**config.mk**
```make
export PLATFORM = sky130hd
export DESIGN_NAME = serial_adder
export DESIGN_NICKNAME = d
export VERILOG_FILES = /design/src/rtl/serial_adder_pkg.sv /design/src/rtl/serial_adder_fa.sv /design/src/rtl/serial_adder.sv
export SDC_FILE = /design/constraint.sdc
export NUM_CORES = 1
export LEC_CHECK = 0
export CELL_PAD_IN_SITES_DETAIL_PLACEMENT = 0
export CELL_PAD_IN_SITES_GLOBAL_PLACEMENT = 1
export CORE_ASPECT_RATIO = 0.7
export CORE_UTILIZATION = 38
export CTS_CLUSTER_DIAMETER = 40
export DETAILED_ROUTE_END_ITERATION = 7
export PLACE_DENSITY = 0.78
export SETUP_SLACK_MARGIN = 0.5
export SLEW_MARGIN = 40
export SYNTH_ARGS = -nofsm -noshare
export SYNTH_HDL_FRONTEND = slang
export SYNTH_SLANG_ARGS = --single-unit
```
**constraint.sdc**
```tcl
create_clock -name clk -period 1.7 [get_ports clk]
set_input_delay 0.51 -clock clk [delete_from_list [all_inputs] [get_ports clk]]
set_output_delay 0.51 -clock clk [all_outputs]
set_load 0.02 [all_outputs]
```
**src/rtl/serial_adder_pkg.sv**
```systemverilog
// Shared definitions for the bit-serial adder/subtractor: FSM state
// encodings and the bit-counter width helper.
package serial_adder_pkg;

  typedef enum logic [1:0] {
    S_IDLE = 2'd0,
    S_RUN  = 2'd1,
    S_DONE = 2'd2
  } state_t;

  // Bit-counter width for a given operand width; never below one bit.
  function automatic int cnt_width(input int width);
    if (width <= 2) begin
      return 1;
    end else begin
      return $clog2(width);
    end
  endfunction

endpackage

```
**src/rtl/serial_adder_fa.sv**
```systemverilog
// Half adder and the full-adder cell built from two of them plus an OR.
// The full-adder cell is the only arithmetic logic in the serial adder.
module half_adder (
  input  logic a,
  input  logic b,
  output logic s,
  output logic c
);

  assign s = a ^ b;
  assign c = a & b;

endmodule

module full_adder_cell (
  input  logic a,
  input  logic b,
  input  logic cin,
  output logic s,
  output logic cout
);

  logic s1_s;
  logic c1_s;
  logic c2_s;

  half_adder u_ha0 (.a(a),    .b(b),   .s(s1_s), .c(c1_s));
  half_adder u_ha1 (.a(s1_s), .b(cin), .s(s),    .c(c2_s));

  assign cout = c1_s | c2_s;

endmodule

```
**src/rtl/serial_adder.sv**
```systemverilog
// Bit-serial adder/subtractor: one operand bit per clock through a single
// full-adder cell and a carry flop, with a start/busy/done handshake.
// Subtraction is a + ~b + 1, so cout=1 means "no borrow".
module serial_adder
  import serial_adder_pkg::*;
#(
  parameter int WIDTH = 8
) (
  input  logic             clk,
  input  logic             reset,
  input  logic             start,
  input  logic             sub,
  input  logic             cin,
  input  logic [WIDTH-1:0] a,
  input  logic [WIDTH-1:0] b,
  output logic             busy,
  output logic             done,
  output logic [WIDTH-1:0] sum,
  output logic             cout,
  output logic             ovf
);

  localparam int            CW       = cnt_width(WIDTH);
  localparam logic [CW-1:0] LAST_CNT = CW'(WIDTH - 1);
  localparam logic [CW-1:0] PRE_CNT  = CW'(WIDTH - 2);
  localparam logic [CW-1:0] ONE_CNT  = CW'(1);

  state_t           state_r;
  state_t           state_s;
  logic             accept_s;
  logic             last_s;

  logic [WIDTH-1:0] a_r;
  logic [WIDTH-1:0] b_r;
  // Upper WIDTH-1 bits of the partially assembled result; the incoming
  // bit completes it to WIDTH bits, the oldest bit falls off the bottom.
  logic [WIDTH-2:0] res_r;
  logic             carry_r;
  logic             msb_carry_r;
  logic [CW-1:0]    cnt_r;

  logic             fa_s_s;
  logic             fa_cout_s;
  logic [WIDTH-1:0] res_next_s;

  full_adder_cell u_fa (
    .a    (a_r[0]),
    .b    (b_r[0]),
    .cin  (carry_r),
    .s    (fa_s_s),
    .cout (fa_cout_s)
  );

  assign res_next_s = {fa_s_s, res_r};

  // State register with synchronous reset taking priority.
  always_ff @(posedge clk) begin
    if (reset) begin
      state_r <= S_IDLE;
    end else begin
      state_r <= state_s;
    end
  end

  // Next-state decode, start acceptance and last-bit detection.
  always_comb begin
    state_s  = state_r;
    accept_s = 1'b0;
    last_s   = 1'b0;
    case (state_r)
      S_IDLE: begin
        if (start) begin
          state_s  = S_RUN;
          accept_s = 1'b1;
        end else begin
          state_s  = S_IDLE;
        end
      end
      S_RUN: begin
        if (cnt_r == LAST_CNT) begin
          state_s = S_DONE;
          last_s  = 1'b1;
        end else begin
          state_s = S_RUN;
        end
      end
      S_DONE: begin
        if (start) begin
          state_s  = S_RUN;
          accept_s = 1'b1;
        end else begin
          state_s  = S_IDLE;
        end
      end
      default: begin
        state_s = S_IDLE;
      end
    endcase
  end

  // Operand capture, per-bit shifting, carry tracking and result commit.
  always_ff @(posedge clk) begin
    if (reset) begin
      a_r         <= '0;
      b_r         <= '0;
      res_r       <= '0;
      carry_r     <= 1'b0;
      msb_carry_r <= 1'b0;
      cnt_r       <= '0;
      sum         <= '0;
      cout        <= 1'b0;
      ovf         <= 1'b0;
    end else if (accept_s) begin
      a_r         <= a;
      b_r         <= b ^ {WIDTH{sub}};
      carry_r     <= sub ? 1'b1 : cin;
      msb_carry_r <= 1'b0;
      cnt_r       <= '0;
    end else if (state_r == S_RUN) begin
      a_r     <= {1'b0, a_r[WIDTH-1:1]};
      b_r     <= {1'b0, b_r[WIDTH-1:1]};
      res_r   <= res_next_s[WIDTH-1:1];
      carry_r <= fa_cout_s;
      // Carry leaving bit WIDTH-2 is the carry into the MSB.
      if (cnt_r == PRE_CNT) begin
        msb_carry_r <= fa_cout_s;
      end
      if (last_s) begin
        sum   <= res_next_s;
        cout  <= fa_cout_s;
        ovf   <= msb_carry_r ^ fa_cout_s;
        cnt_r <= '0;
      end else begin
        cnt_r <= cnt_r + ONE_CNT;
      end
    end
  end

  // Registered handshake outputs, aligned with the state they describe.
  always_ff @(posedge clk) begin
    if (reset) begin
      busy <= 1'b0;
      done <= 1'b0;
    end else begin
      busy <= (state_s == S_RUN);
      done <= last_s;
    end
  end

endmodule

```
==> impl_metrics.env <==
export IMPL_outcome="completed"
export IMPL_crit_path_max_incr_delay_ps=370
export IMPL_grt_overflow=0
export IMPL_setup_repair_after_global_routing_missed_its_margin="true"
export IMPL_finalHoldViolCount=0
export IMPL_synth_nets=227
export IMPL_sequential_cell_area_sq_um=872
export IMPL_leakage_component_of_the_power_nw=1.01
export IMPL_detail_route_wl_per_cell_um=14.3
export IMPL_reported_max_cap_violation_count=0
export IMPL_synth_top_cells_by_count="sky130_fd_sc_hd__nand2_1 (43), sky130_fd_sc_hd__dfxtp_1 (42), sky130_fd_sc_hd__a21oi_1 (22), sky130_fd_sc_hd__nor3_1 (17), sky130_fd_sc_hd__nor2_1 (9)"
export IMPL_layout_area_overhead_vs_synth_pct=56.8
export IMPL_routabilityCongestion=0.728
export IMPL_final_antenna_net_count=0
export IMPL_period_minus_slack_ps=1330
export IMPL_maxSlewViolCount=0
export IMPL_synth_cell_type_count=33
export IMPL_finalWirelength_mm=4.39
export IMPL_remaining_design_rule_violation_count=0
export IMPL_clock_tree_root_cell="sky130_fd_sc_hd__clkbuf_8"
export IMPL_synth_seq_cells=42
export IMPL_critical_path_top_cell_by_count="sky130_fd_sc_hd__ha_4"
export IMPL_floorplan_die_area_sq_um=4830
export IMPL_post_synthesis_instance_area_sq_um=1730
export IMPL_design_final_nets=276
export IMPL_worstSetupPathType="register to register"
export IMPL_post_layout_nonfiller_instances=307
export IMPL_synth_seq_area_share=0.487
export IMPL_postCtsHoldBufs=0
export IMPL_multiInputGateArea_sq_um=963
export IMPL_timing_max_slew_rel_slack=0.847
export IMPL_netlist_instances=202
export IMPL_slowest_stage="sky130_fd_sc_hd__dfxtp_4"
export IMPL_h_tree_depth=2
export IMPL_io_buffer_count=32
export IMPL_synth_top_area_frac=0.487
export IMPL_setup_viol=0
export IMPL_core_area_sq_um=4350
export IMPL_final_layout_size_suffix_gt1_frac=0.389
export IMPL_timing_critical_path_cells="ha_4 > ha_4 > and3b_2 > buf_6 > nand2_2 > a21oi_2"
export IMPL_grt_pass1_wl_mm=7.10
export IMPL_grt_max_degree=43
export IMPL_synthMostInstantiatedCell="sky130_fd_sc_hd__nand2_1"
export IMPL_synth_largest_area_cell="sky130_fd_sc_hd__dfxtp_1"
export IMPL_cts_tree="done"
export IMPL_clk_path_buf_depth=2
export IMPL_grt_antenna_before_repair=0
export IMPL_ios=33
export IMPL_start_kind="register"
export IMPL_detailed_place_hpwl_mm=2.49
export IMPL_start_util=0.397
export IMPL_synth_area_top_cells="sky130_fd_sc_hd__dfxtp_1 (49%), sky130_fd_sc_hd__nand2_1 (9.3%), sky130_fd_sc_hd__a21oi_1 (6.4%), sky130_fd_sc_hd__nor3_1 (4.9%), sky130_fd_sc_hd__xor2_1 (4.1%)"
export IMPL_fillerInstances=379
export IMPL_clock_sinks=42
export IMPL_worst_setup_path_end_kind="register"
export IMPL_timing_hold_worst_class="register to register"
export IMPL_post_synth_edffs=0
export IMPL_first_global_vias=1452
export IMPL_crit_arrival_ps=1560
export IMPL_detail_route_iter0_violations=101
export IMPL_place_inst=282
export IMPL_floorplan_die_width_um=82.6
export IMPL_transition_time_of_the_tightest_slew_check_pin_ps=229
export IMPL_globalRouteTotalUtil=0.201
export IMPL_synth_async_sr_flop_share=0
export IMPL_post_synthesis_average_cell_area_sq_um=8.55
export IMPL_die_height_um=58.4
export IMPL_r2r_slack_ps=370
export IMPL_insertion_delay_ps=300
export IMPL_max_clock_freq_ghz=0.750
export IMPL_worst_path_max_fanout=7
export IMPL_cts_buffers=5
export IMPL_synth_warnings=0
export IMPL_clkSlewWorstSetupHoldPaths_ps=80
export IMPL_skew_ps=9.29
export IMPL_min_period_over_period=0.785
export IMPL_antenna_cells_inserted=0
export IMPL_drt_pass1_iterations=4
export IMPL_timing_setup_tns_ps=0
export IMPL_dr_total_vias=1596
export IMPL_rows=20
export IMPL_vdd_ir_drop_worst_uv=419
export IMPL_routed_via_density=5.20
export IMPL_p_per_area_nw_per_um2=832
export IMPL_synth_top_flop_cell="sky130_fd_sc_hd__dfxtp_1"
export IMPL_worstPathRequired_ps=1930
-- power by group --
group          internal [mW]  total, mW  switching, mW
clock network          0.440      0.783          0.343
registers               1.03       1.07         0.0386
logic                  0.221      0.402          0.181
-- cell families (layout without fill, tap and decap cells) --
kind of cell / after synthesis / in the layout / share of synthesized area
simple gates: 84 / 84 / 0.217
flops: 42 / 42 / 0.487
xor+xnor: 9 / 9 / 0.0456
compound gates: 44 / 44 / 0.159
fa+ha+maj: 4 / 4 / 0.0333
buf+inv: 19 / 69 / 0.0579
-- state kept, by name, summed over array words and instances (netlist names) --
signal       count
a_r              8
b_r              8
sum              8
res_r            7
cnt_r            3
state_r          2
busy             1
carry_r          1
cout             1
done             1
msb_carry_r      1
ovf              1
-- critical path: cells and delay by family, from the launching register on --
kind / cells / cell delay (ps)
DFF: 1 / 370
and+or+nand+nor: 2 / 310
adders and majority gates: 2 / 300
buffers and inverters: 1 / 160
AOI/OAI and AO/OA: 1 / 130
-- cell usage in the layout (no fill, tap or decap), types with 2 or more instances in the layout --
master,count
sky130_fd_sc_hd__a21oi_2,7
sky130_fd_sc_hd__clkbuf_8,5
sky130_fd_sc_hd__dfxtp_1,25
sky130_fd_sc_hd__xor2_1,8
sky130_fd_sc_hd__a211oi_2,2
sky130_fd_sc_hd__buf_12,5
sky130_fd_sc_hd__nand2_1,35
sky130_fd_sc_hd__buf_16,3
sky130_fd_sc_hd__a311oi_1,3
sky130_fd_sc_hd__buf_4,12
sky130_fd_sc_hd__nand3_1,6
sky130_fd_sc_hd__buf_6,20
sky130_fd_sc_hd__ha_4,3
sky130_fd_sc_hd__dfxtp_2,13
sky130_fd_sc_hd__clkdlybuf4s50_1,17
sky130_fd_sc_hd__nor3_1,12
sky130_fd_sc_hd__dfxtp_4,4
sky130_fd_sc_hd__nor2_1,9
sky130_fd_sc_hd__a21oi_1,15
sky130_fd_sc_hd__clkbuf_1,2
sky130_fd_sc_hd__nor3_2,5
sky130_fd_sc_hd__o22ai_1,8
sky130_fd_sc_hd__nand2_2,7
sky130_fd_sc_hd__a22oi_2,2
-- worst paths after layout --
path                         startpoint                   to  cells after the start
hold reg to reg   res_r[0]$_SDFFE_PP0P_  sum[0]$_SDFFE_PP0P_                      2
hold / removal    res_r[0]$_SDFFE_PP0P_  sum[0]$_SDFFE_PP0P_                      2
setup / recovery  cnt_r[0]$_SDFFE_PP0N_  sum[6]$_SDFFE_PP0P_                      6
setup reg to reg  cnt_r[0]$_SDFFE_PP0N_  sum[6]$_SDFFE_PP0P_                      6
-- routing by layer --
layer / track usage / vias up / wire [um]
met4: 0.0887 / 0 / 79
met3: 0.0543 / 8 / 195
met5: 0 / - / 0
met2: 0.293 / 35 / 2010
li1: - / 793 / -
met1: 0.280 / 760 / 2100
-- cell type report --
cell class	instances	share of cell area
clock buffers	7	0.0282
clock inverters	1	0.0111
inverters	1	0.00139
multi-input cells	141	0.356
flip-flops and latches	42	0.322
well taps	55	0.0254
repair buffers	60	0.256
-- stage by stage --
step	hold WS, ps	area, sq um	util	power [mW]	setup slack (ps)
final	462	2710	0.622	2.25	366
after global routing	484	2710	0.622	2.36	324
after CTS	462	2610	0.599	2.25	407
after detailed placement	447	2190	0.503	1.39	-45.4
after global placement	443	2190	0.503	1.38	-15.2
after floorplan	432	1800	-	1.27	501
-- timing repair --
item / 4_1_cts / 5_1_grt
cloned: 3 / 0
buffers inserted: 11 / 3
pin swaps: 13 / 10
endpoints found under the setup margin: 46 / 44
resized for setup: 120 / 22
No activity file was read; power rests on OpenSTA's default activity.
